**config.mk**
```make
export PLATFORM = sky130hd
export DESIGN_NAME = csr_exec_unit_flat
export DESIGN_NICKNAME = d
export VERILOG_FILES = /design/src/rtl/csr_exec_unit_if.sv /design/src/rtl/csr_exec_unit.sv /design/src/flat_wrapper.sv
export SDC_FILE = /design/constraint.sdc
export NUM_CORES = 1
export LEC_CHECK = 0
export CORE_MARGIN = 3
export CORE_UTILIZATION = 56
export DETAILED_ROUTE_END_ITERATION = 8
export PLACE_DENSITY = 0.85
export SETUP_SLACK_MARGIN = 0.02
export SYNTH_ARGS = -nofsm -noshare
export SYNTH_HDL_FRONTEND = slang
export SYNTH_SLANG_ARGS = --single-unit
```
**constraint.sdc**
```tcl
create_clock -name clock -period 2.8 [get_ports clock]
set_input_delay 0.28 -clock clock [delete_from_list [all_inputs] [get_ports clock]]
set_output_delay 0.28 -clock clock [all_outputs]
set_load 0.05 [all_outputs]
```
**src/rtl/csr_exec_unit_if.sv**
```systemverilog
// csr_exec_unit_if: request/response handshake between the pipeline
// and the CSR execute unit.
interface csr_exec_unit_if;
  logic        req_valid;
  logic        req_ready;
  logic [2:0]  req_funct3;
  logic [11:0] req_csr_addr;
  logic [4:0]  req_rs1_idx;
  logic [31:0] req_rs1_val;
  logic [4:0]  req_rd_idx;
  logic        rsp_valid;
  logic        rsp_ready;
  logic [4:0]  rsp_rd_idx;
  logic [31:0] rsp_rd_val;
  logic        rsp_illegal;

  modport master (
    output req_valid, req_funct3, req_csr_addr,
    output req_rs1_idx, req_rs1_val, req_rd_idx,
    input  req_ready,
    input  rsp_valid, rsp_rd_idx, rsp_rd_val, rsp_illegal,
    output rsp_ready
  );

  modport slave (
    input  req_valid, req_funct3, req_csr_addr,
    input  req_rs1_idx, req_rs1_val, req_rd_idx,
    output req_ready,
    output rsp_valid, rsp_rd_idx, rsp_rd_val, rsp_illegal,
    input  rsp_ready
  );
endinterface

```
**src/rtl/csr_exec_unit.sv**
```systemverilog
// csr_exec_unit: Zicsr read-modify-write sequencer for the RV32I core.
// Drives the CSR file ports and owns the mcycle/minstret counters.
module csr_exec_unit #(
  parameter bit COUNTER_EN = 1'b1,
  parameter int CNT_W      = 64
) (
  input  logic           clock,
  input  logic           reset,
  csr_exec_unit_if.slave bus,
  input  logic           instret_pulse,
  output logic [11:0]    csr_r_addr,
  input  logic [31:0]    csr_r_val,
  output logic [11:0]    csr_w_addr,
  output logic [31:0]    csr_w_val,
  output logic           csr_w_enable
);

  typedef enum logic [1:0] {
    IDLE, READ, WRITE, RESP
  } state_t;

  state_t state_q, state_d;

  logic [2:0]  f3_q;
  logic [11:0] addr_q;
  logic [4:0]  idx_q;
  logic [4:0]  rd_q;
  logic [31:0] val_q;
  logic [31:0] old_q;
  logic        ill_q;

  logic [CNT_W-1:0] mcycle_q;
  logic [CNT_W-1:0] minstret_q;

  logic        op_rw, op_rs, op_rc;
  logic        do_write, illegal;
  logic [31:0] src, new_val;
  logic        cnt_page, is_cyc, is_ir;
  logic        cnt_hi, cnt_hit, cnt_wr;
  logic [63:0] cnt_cur, cnt_new;
  logic [31:0] cnt_rd;

  // decode the latched op: operand, new value, legality, counter hit
  always_comb begin
    op_rw    = f3_q[1:0] == 2'b01;
    op_rs    = f3_q[1:0] == 2'b10;
    op_rc    = f3_q[1:0] == 2'b11;
    src      = f3_q[2] ? {27'b0, idx_q} : val_q;
    do_write = op_rw || (idx_q != 5'd0);
    illegal  = !(op_rw || op_rs || op_rc)
            || (do_write && addr_q[11:10] == 2'b11);
    new_val  = old_q;
    unique case (1'b1)
      op_rw:   new_val = src;
      op_rs:   new_val = old_q | src;
      op_rc:   new_val = old_q & ~src;
      default: new_val = old_q;
    endcase
    cnt_page = (addr_q[11:8] == 4'hB)
            || (addr_q[11:8] == 4'hC);
    is_cyc   = addr_q[6:0] == 7'h00;
    is_ir    = addr_q[6:0] == 7'h02;
    cnt_hi   = addr_q[7];
    cnt_hit  = COUNTER_EN && cnt_page && (is_cyc || is_ir);
    cnt_cur  = is_ir ? 64'(minstret_q) : 64'(mcycle_q);
    cnt_rd   = cnt_hi ? cnt_cur[63:32] : cnt_cur[31:0];
    cnt_new  = cnt_hi ? {new_val, cnt_cur[31:0]}
                      : {cnt_cur[63:32], new_val};
    cnt_wr   = (state_q == WRITE) && cnt_hit
            && do_write && !ill_q;
  end

  // next state and port outputs
  always_comb begin
    state_d       = state_q;
    bus.req_ready = 1'b0;
    csr_r_addr    = 12'd0;
    csr_w_enable  = 1'b0;
    csr_w_addr    = 12'd0;
    csr_w_val     = 32'd0;
    bus.rsp_valid   = 1'b0;
    bus.rsp_rd_idx  = 5'd0;
    bus.rsp_rd_val  = 32'd0;
    bus.rsp_illegal = 1'b0;
    case (state_q)
      IDLE: begin
        bus.req_ready = 1'b1;
        if (bus.req_valid) state_d = READ;
      end
      READ: begin
        csr_r_addr = addr_q;
        state_d    = WRITE;
      end
      WRITE: begin
        if (!cnt_hit && do_write && !ill_q) begin
          csr_w_enable = 1'b1;
          csr_w_addr   = addr_q;
          csr_w_val    = new_val;
        end
        state_d = RESP;
      end
      RESP: begin
        bus.rsp_valid   = 1'b1;
        bus.rsp_rd_idx  = rd_q;
        bus.rsp_rd_val  = ill_q ? 32'd0 : old_q;
        bus.rsp_illegal = ill_q;
        if (bus.rsp_ready) state_d = IDLE;
      end
      default: state_d = IDLE;
    endcase
  end

  // state register
  always_ff @(posedge clock or negedge reset) begin
    if (!reset) state_q <= IDLE;
    else        state_q <= state_d;
  end

  // request latch and old-value capture
  always_ff @(posedge clock or negedge reset) begin
    if (!reset) begin
      f3_q   <= 3'd0;
      addr_q <= 12'd0;
      idx_q  <= 5'd0;
      val_q  <= 32'd0;
      rd_q   <= 5'd0;
      old_q  <= 32'd0;
      ill_q  <= 1'b0;
    end else if (state_q == IDLE && bus.req_valid) begin
      f3_q   <= bus.req_funct3;
      addr_q <= bus.req_csr_addr;
      idx_q  <= bus.req_rs1_idx;
      val_q  <= bus.req_rs1_val;
      rd_q   <= bus.req_rd_idx;
    end else if (state_q == READ) begin
      old_q <= cnt_hit ? cnt_rd : csr_r_val;
      ill_q <= illegal;
    end
  end

  // counters: a write in the same cycle replaces the increment
  always_ff @(posedge clock or negedge reset) begin
    if (!reset) begin
      mcycle_q   <= '0;
      minstret_q <= '0;
    end else begin
      if (cnt_wr && !is_ir) mcycle_q <= CNT_W'(cnt_new);
      else                  mcycle_q <= mcycle_q + 1'b1;
      if (cnt_wr && is_ir)  minstret_q <= CNT_W'(cnt_new);
      else minstret_q <= minstret_q + CNT_W'(instret_pulse);
    end
  end

endmodule
```
**src/flat_wrapper.sv**
```systemverilog
// flat-port wrapper written by rule: the top's interface ports become plain ports
module csr_exec_unit_flat 
#(
  parameter bit COUNTER_EN = 1'b1,
  parameter int CNT_W      = 64
)
  (clock, reset, instret_pulse, csr_r_addr, csr_r_val, csr_w_addr, csr_w_val, csr_w_enable, bus_req_valid, bus_req_funct3, bus_req_csr_addr, bus_req_rs1_idx, bus_req_rs1_val, bus_req_rd_idx, bus_req_ready, bus_rsp_valid, bus_rsp_rd_idx, bus_rsp_rd_val, bus_rsp_illegal, bus_rsp_ready);
  csr_exec_unit_if bus_i ();
  input  logic clock;
  input  logic reset;
  input  logic instret_pulse;
  output logic [11:0] csr_r_addr;
  input  logic [31:0] csr_r_val;
  output logic [11:0] csr_w_addr;
  output logic [31:0] csr_w_val;
  output logic csr_w_enable;
  input wire logic [$bits(bus_i.req_valid)-1:0] bus_req_valid;
  input wire logic [$bits(bus_i.req_funct3)-1:0] bus_req_funct3;
  input wire logic [$bits(bus_i.req_csr_addr)-1:0] bus_req_csr_addr;
  input wire logic [$bits(bus_i.req_rs1_idx)-1:0] bus_req_rs1_idx;
  input wire logic [$bits(bus_i.req_rs1_val)-1:0] bus_req_rs1_val;
  input wire logic [$bits(bus_i.req_rd_idx)-1:0] bus_req_rd_idx;
  output wire logic [$bits(bus_i.req_ready)-1:0] bus_req_ready;
  output wire logic [$bits(bus_i.rsp_valid)-1:0] bus_rsp_valid;
  output wire logic [$bits(bus_i.rsp_rd_idx)-1:0] bus_rsp_rd_idx;
  output wire logic [$bits(bus_i.rsp_rd_val)-1:0] bus_rsp_rd_val;
  output wire logic [$bits(bus_i.rsp_illegal)-1:0] bus_rsp_illegal;
  input wire logic [$bits(bus_i.rsp_ready)-1:0] bus_rsp_ready;
  assign bus_i.req_valid = bus_req_valid;
  assign bus_i.req_funct3 = bus_req_funct3;
  assign bus_i.req_csr_addr = bus_req_csr_addr;
  assign bus_i.req_rs1_idx = bus_req_rs1_idx;
  assign bus_i.req_rs1_val = bus_req_rs1_val;
  assign bus_i.req_rd_idx = bus_req_rd_idx;
  assign bus_req_ready = bus_i.req_ready;
  assign bus_rsp_valid = bus_i.rsp_valid;
  assign bus_rsp_rd_idx = bus_i.rsp_rd_idx;
  assign bus_rsp_rd_val = bus_i.rsp_rd_val;
  assign bus_rsp_illegal = bus_i.rsp_illegal;
  assign bus_i.rsp_ready = bus_rsp_ready;
  csr_exec_unit #(.COUNTER_EN(COUNTER_EN), .CNT_W(CNT_W)) u_core (.clock(clock), .reset(reset), .bus(bus_i), .instret_pulse(instret_pulse), .csr_r_addr(csr_r_addr), .csr_r_val(csr_r_val), .csr_w_addr(csr_w_addr), .csr_w_val(csr_w_val), .csr_w_enable(csr_w_enable));
endmodule
```
==> flow_summary.yaml, run 1 <==
status:
  status: "finished, violations left"
  violations: "negative setup slack"
detailed_routing:
  drt_iter0_drc: 2258
  drc: 0
  viasPerCell: 6.65
  routed_wirelength_um: 56700
  ant_nets: 0
  drt_pass1_iterations: 6
  routed-via-count: 14500
  avgRoutedWirePerCell_um: 25.9
global_routing:
  grt_overflow_total: 0
  first_global_vias: 14100
  grt_pass1_wl_um: 85000
  grtUsageTotal_pct: 39.2
  antenna_found_initial: 3
  grt_max_degree: 100
floorplanning:
  coreArea_mm2: 0.0247
  dieArea_mm2: 0.0276
  start_util_pct: 58.1
  io_pins: 191
  die_w_um: 166
  rows: 57
  die_y_um: 166
clocking:
  clk_path_buf_depth: 3
  cts_tree: "yes"
  cts_root_buf: "clkbuf_16"
  clock_latency_ps: 540
  clk_pin_slew_ps: 70
  clock-sinks: 220
  cts_buffers: 26
  htree_levels: 1
logic_synthesis:
  yosysSeqAreaShare_pct: 38.3
  yosys-top-cells-area: "dfrtp_1, mux2i_1, nand2_1, mux2_2, xor2_1"
  synth_top_area_cell: "dfrtp_1"
  syn_inst: 1625
  async_reset_ff_share_pct: 100
  synth_top_cell_area_share_pct: 38.3
  yosys.cell_types.count: 54
  ys_ff_latch: 220
  syn_avg_cell_area_um2: 8.84
  syn-num-nets: 1727
  synth_area_mm2: 0.0144
  yosysWarnings: 0
  synth-edff-count: 0
  synth_flop_cell: "dfrtp_1"
critical_path:
  crit_chain: "or4_4 -> nor3_4 -> nand3_2 -> nand2_4 -> clkinvlp_4 -> buf_12 -> and2_4 -> buf_6"
  crit_type: "flip-flop to output port"
  r2r_cells: 12
  cp-startpoint: "u_core.addr_q[2]"
  cp.arrival_ps: 2610
  critPathCaptureType: "output port"
  cp.required_ps: 2520
  critical_path.max_stage_delay_ps: 580
  crit_fanout: 8
  start_kind: "flip-flop"
  cpMaxStageDelayCell: "or4_4"
  r2r_start: "u_core.addr_q[2]"
flow_run:
  max-cap-violations: 0
timing:
  finalSetupViolCount: 63
  fin_setup_tns_ps: -2670
  tightest_slew_ps: 1050
  drv_slew: 0
  fin_crit_sh_pct: 103
  worst_slack_ps: -85.1
  fmax_mhz: 347
  skew_ps: 7.69
  period_needed_ps: 2890
  slew_headroom_pct: 29.9
  rsz0062_at_grt: "true"
  hold_viol: 0
power:
  switching_share_pct: 48.4
  ir_worst_vdd_uv: 1140
  switchingPower_uw: 9880
  internal_power_uw: 10500
  clkPwrFrac_pct: 18.1
  power_frac_seq_pct: 26.7
  leakagePower_uw: 0.00896
  p_comb_share_pct: 55.2
  power.density_mw_per_mm2: 1090
placement:
  dp_hpwl_um: 38600
  place_ws_ps: -179
  port_buffers: 190
  gp_congestion: 1.02
cells_and_area:
  nets: 1942
  diodes: 0
  synthToLayoutAreaGrowth_pct: 30.5
  drive_gt1_share_pct: 19.5
hold_path:
  whs_path_depth: 3
  hp-start: "csr_r_val[20]"
  hp-class: "input port to flip-flop"
## synth_stat cells (2+ instances only)
master / instances
a211oi_1: 5
a21oi_1: 64
a221o_1: 25
a31oi_1: 34
and2_1: 81
and3_1: 33
and4_1: 8
buf_1: 9
buf_2: 9
clkbuf_1: 78
clkbuf_8: 3
dfrtp_1: 220
ha_1: 8
inv_1: 13
mux2_2: 66
mux2i_1: 152
nand2_1: 217
nand2b_1: 29
nand3_1: 88
nand4_1: 43
nand4b_1: 2
nor2_1: 125
nor2b_1: 32
nor3_1: 31
nor3b_1: 4
nor4_1: 15
o211ai_1: 2
o21a_1: 3
o21ai_0: 78
o22ai_1: 2
or3_1: 4
or3_2: 2
or4_1: 2
xnor2_1: 55
xor2_1: 64
## layer usage
metal | wire length [µm] | global-route usage [%] | vias up
met4 | 3510 | 18.0 | 4
met5 | 23 | 0 | -
met2 | 25400 | 61.7 | 1217
met3 | 7350 | 9.57 | 236
li1 | - | - | 6134
met1 | 20400 | 51.3 | 6934
## critical path, delay by kind of cell (launching register included)
kind,cells,cell delay (ps)
buffers and inverters,3,450
and+or+nand+nor,5,1210
DFF,1,400
## path summary, 6_finish.rpt
check | to | slack, ps
max in group asynchronous | u_core.val_q[25] | 1530
setup / recovery | csr_w_val[10] | -90
setup reg to reg | u_core.mcycle_q[53] | -50
hold / removal | u_core.old_q[20] | 310
hold reg to reg | u_core.val_q[4] | 520
min in group asynchronous | u_core.mcycle_q[25] | 330
## per-stage QoR
| step | util [%] | power, µW | cell area [µm²] | instances | hold slack (ps) |
|---|---|---|---|---|---|
| 4_1_cts | 74.8 | 19700 | 18500 | 2177 | 299 |
| 5_1_grt | 75.8 | 21100 | 18700 | 2184 | 331 |
| 3_5_place_dp | 69.1 | 15500 | 17100 | 2108 | 341 |
| 2_1_floorplan | - | 11600 | 14400 | 1625 | -15.6 |
| 6_report | 75.8 | 20400 | 18700 | 2184 | 306 |
| 3_3_place_gp | 69.1 | 15300 | 17100 | 2108 | 338 |
## cells in the final DEF (no fill, tap or decap), drive strengths merged, types with 2 or more instances in the layout
cell type,n
o21ai,78
nand2b,29
inv,13
clkdlybuf4s50,100
ha,8
dfrtp,220
o22ai,2
nor3b,4
a21oi,64
buf,170
a31oi,34
nand4b,2
clkinv,4
and2,81
xnor2,55
o211ai,2
mux2i,152
nor3,31
clkinvlp,6
o21a,3
or4,3
a221o,26
clkbuf,39
nand4,44
and3,33
nor2,126
bufinv,4
nand2,217
and4,9
nor4,17
xor2,64
nor2b,32
nand3,90
a211oi,5
or3,6
mux2,66
dlymetal6s2s,11
## kinds of logic after synthesis
family,after synthesis,share of synthesized area [%]
DFF,220,38.3
muxes,218,15.8
buffers and inverters,116,3.64
adders and majority gates,8,0.697
and+or+nand+nor,727,25.3
xor gates and xnor gates,119,7.25
AOI/OAI and AO/OA,217,9.04
## layout make-up
class	instances	area [µm²]
Tap cell	324	405
Multi-Input combinational cell	1290	8580
Timing Repair inverter	2	15.0
Timing Repair Buffer	286	3270
Sequential cell	220	5510
Inverter	14	56.3
Fill cell	1609	6000
Clock buffer	37	753
Clock inverter	11	163
## flip-flops by register name, summed over array words and instances, names as in the netlist
register and count:
u_core.addr_q 12, u_core.val_q 32, u_core.f3_q 3, u_core.state_q 2
u_core.idx_q 5, u_core.ill_q 1, u_core.mcycle_q 64, u_core.minstret_q 64
u_core.old_q 32, u_core.rd_q 5
## power by group through the flow
| stage | Clock, µW | Sequential [µW] | Combinational (µW) |
|---|---|---|---|
| 2_1_floorplan | 0 | 4830 | 6750 |
| 3_3_place_gp | 0 | 5280 | 10000 |
| 3_5_place_dp | 0 | 5310 | 10200 |
| 4_1_cts | 3670 | 5310 | 10800 |
| 5_1_grt | 3800 | 5490 | 11800 |
| 6_report | 3690 | 5450 | 11300 |
## what timing repair did
item	4_1_cts	5_1_grt
gates cloned	5	1
endpoints found under the hold margin	79	0
hold buffers	1	0
gates resized for setup	87	43
pin swaps	16	5
endpoints found under the setup margin	52	190
buffers inserted	15	6
(Power assumes the default switching activity.)
==> inputs of run 2 (changes only) <==
--- a/config.mk
+++ b/config.mk
@@ -5,6 +5,7 @@
 export SDC_FILE = /design/constraint.sdc
 export NUM_CORES = 1
 export LEC_CHECK = 0
+export ABC_AREA = 0
 export CORE_MARGIN = 3
 export CORE_UTILIZATION = 56
 export DETAILED_ROUTE_END_ITERATION = 8
==> results of run 2 <==
Final layout, timing and power as in run 1 (identical DEF).
==> inputs of run 3 (changes only) <==
--- a/config.mk
+++ b/config.mk
@@ -11,6 +11,7 @@
 export DETAILED_ROUTE_END_ITERATION = 8
 export PLACE_DENSITY = 0.85
 export SETUP_SLACK_MARGIN = 0.02
+export SKIP_LAST_GASP = 1
 export SYNTH_ARGS = -nofsm -noshare
 export SYNTH_HDL_FRONTEND = slang
 export SYNTH_SLANG_ARGS = --single-unit
==> run 3 against run 2 <==
- the run still ends with negative setup slack left
- fmax shrank 2.2%
- combinational power is essentially flat
- clock power is essentially flat
- register-to-register slack gained 40 ps
- final area grew 0.13%
- total power is essentially flat
- worst hold slack lost 6.3 ps
- wire length grew 1.2%
- cell count is essentially flat
- setup slack lost 64 ps
- critical path type unchanged
- largest cell class unchanged
- highest routed layer unchanged
==> flow_summary.yaml, run 3 (synthesized netlist as in run 1, its figures left out) <==
timing:
  fin_setup_tns_ps: -4090
  worst_slack_ps: -149
  hold_viol: 0
  period_needed_ps: 2950
  finalSetupViolCount: 41
  skew_ps: 7.49
  rsz0062_at_grt: "true"
  drv_slew: 0
  tightest_slew_ps: 1060
  fin_crit_sh_pct: 105
  slew_headroom_pct: 29.2
  fmax_mhz: 339
detailed_routing:
  routed-via-count: 14500
  ant_nets: 0
  drc: 0
  drt_iter0_drc: 2193
  avgRoutedWirePerCell_um: 26.2
  routed_wirelength_um: 57300
  drt_pass1_iterations: 6
  viasPerCell: 6.65
cells_and_area:
  drive_gt1_share_pct: 19.7
  diodes: 0
  multi_input_area_mm2: 0.00861
  layout_common_cells: "dfrtp_1, nand2_1, mux2i_1, nor2_1, clkdlybuf4s50_1"
  top_regs: "u_core.mcycle_q x64, u_core.minstret_q x64"
  fillers: 1599
  postLayoutCoreUtil_pct: 75.9
  nets: 1943
  final_common_cell: "dfrtp_1"
  final-seq-area_mm2: 0.00551
  synthToLayoutAreaGrowth_pct: 30.6
global_routing:
  grt_max_degree: 100
  grt_overflow_total: 0
  grt_pass1_wl_um: 84900
  grtUsageTotal_pct: 39.2
  antenna_found_initial: 3
  first_global_vias: 14200
clocking:
  htree_levels: 1
  clk_pin_slew_ps: 70
  cts_tree: "yes"
  cts_buffers: 26
  clock-sinks: 220
  clock_latency_ps: 550
  cts_root_buf: "clkbuf_16"
  clk_path_buf_depth: 3
power:
  leakagePower_uw: 0.00896
  power.density_mw_per_mm2: 1090
  ir_worst_vdd_uv: 1000
floorplanning:
  die_y_um: 166
  io_pins: 191
  die_w_um: 166
  rows: 57
  start_util_pct: 58.1
  dieArea_mm2: 0.0276
  coreArea_mm2: 0.0247
critical_path:
  critPathCaptureType: "output port"
  crit_fanout: 44
  crit_type: "flip-flop to output port"
  cp.arrival_ps: 2670
  start_kind: "flip-flop"
  cp.required_ps: 2520
status:
  status: "finished, violations left"
  violations: "negative setup slack"
placement:
  dp_hpwl_um: 38600
  gp_congestion: 1.02
  port_buffers: 190
flow_run:
  max-cap-violations: 0
hold_path:
  hp-class: "input port to flip-flop"
-- run 3: power breakdown --
group	internal, µW	switching (µW)	total (µW)	leakage, µW
combinational	4140	7130	11300	0.00599
clock	2240	1460	3690	0.000441
sequential	4140	1290	5430	0.00253
-- run 3: area by class of cell --
type                            count  share of cell area (%)
Clock inverter                     11                   0.866
Clock buffer                       37                    4.01
Timing Repair Buffer              287                    17.4
Sequential cell                   220                    29.3
Multi-Input combinational cell   1290                    45.8
Tap cell                          324                    2.16
Inverter                           14                   0.300
Timing Repair inverter              2                  0.0800
-- run 3: worst paths after layout --
| check | slack (ps) | to | cells past startpoint | startpoint |
|---|---|---|---|---|
| max | -150 | csr_w_addr[3] | 6 | u_core.addr_q[2] |
| max in group asynchronous | 1520 | u_core.val_q[25] | 3 | reset |
| min | 300 | u_core.old_q[20] | 3 | csr_r_val[20] |
| max reg2reg | -10 | u_core.old_q[28] | 8 | u_core.addr_q[2] |
| min in group asynchronous | 320 | u_core.mcycle_q[25] | 2 | reset |
| min reg2reg | 510 | u_core.rd_q[4] | 1 | u_core.rd_q[4] |
-- run 3: per-stage QoR --
step	worst slack (ps)	instances	cell area (µm²)	total power, µW	hold slack (ps)
2_1_floorplan	74.1	1625	14400	11600	-15.6
3_3_place_gp	-178	2108	17100	15300	338
3_5_place_dp	-179	2108	17100	15500	341
4_1_cts	-57.2	2177	18500	19700	299
5_1_grt	-160	2185	18800	21100	331
6_report	-149	2185	18800	20400	299
-- run 3: layer usage --
metal	up-vias	track usage (%)	wire (µm)
met5	-	0	32
met4	4	20.5	4140
met3	280	9.93	7450
met2	1219	61.0	25200
met1	6912	50.8	20500
li1	6121	-	-
-- run 3: worst max-delay path, stage by stage, from the launching register on --
cell and delay, ps:
dfrtp_1 390, or4_4 570, nor3_4 190, nand3_2 160, buf_4 320, and3_1 280
buf_4 200
-- run 3: repair_timing --
item                                    4_1_cts  5_1_grt
hold buffers                                  1        0
cloned                                        5        4
pin swaps                                    15        5
gates resized for setup                      74       53
endpoints found under the hold margin        79        0
endpoints found under the setup margin       52      183
setup buffers                                15        5
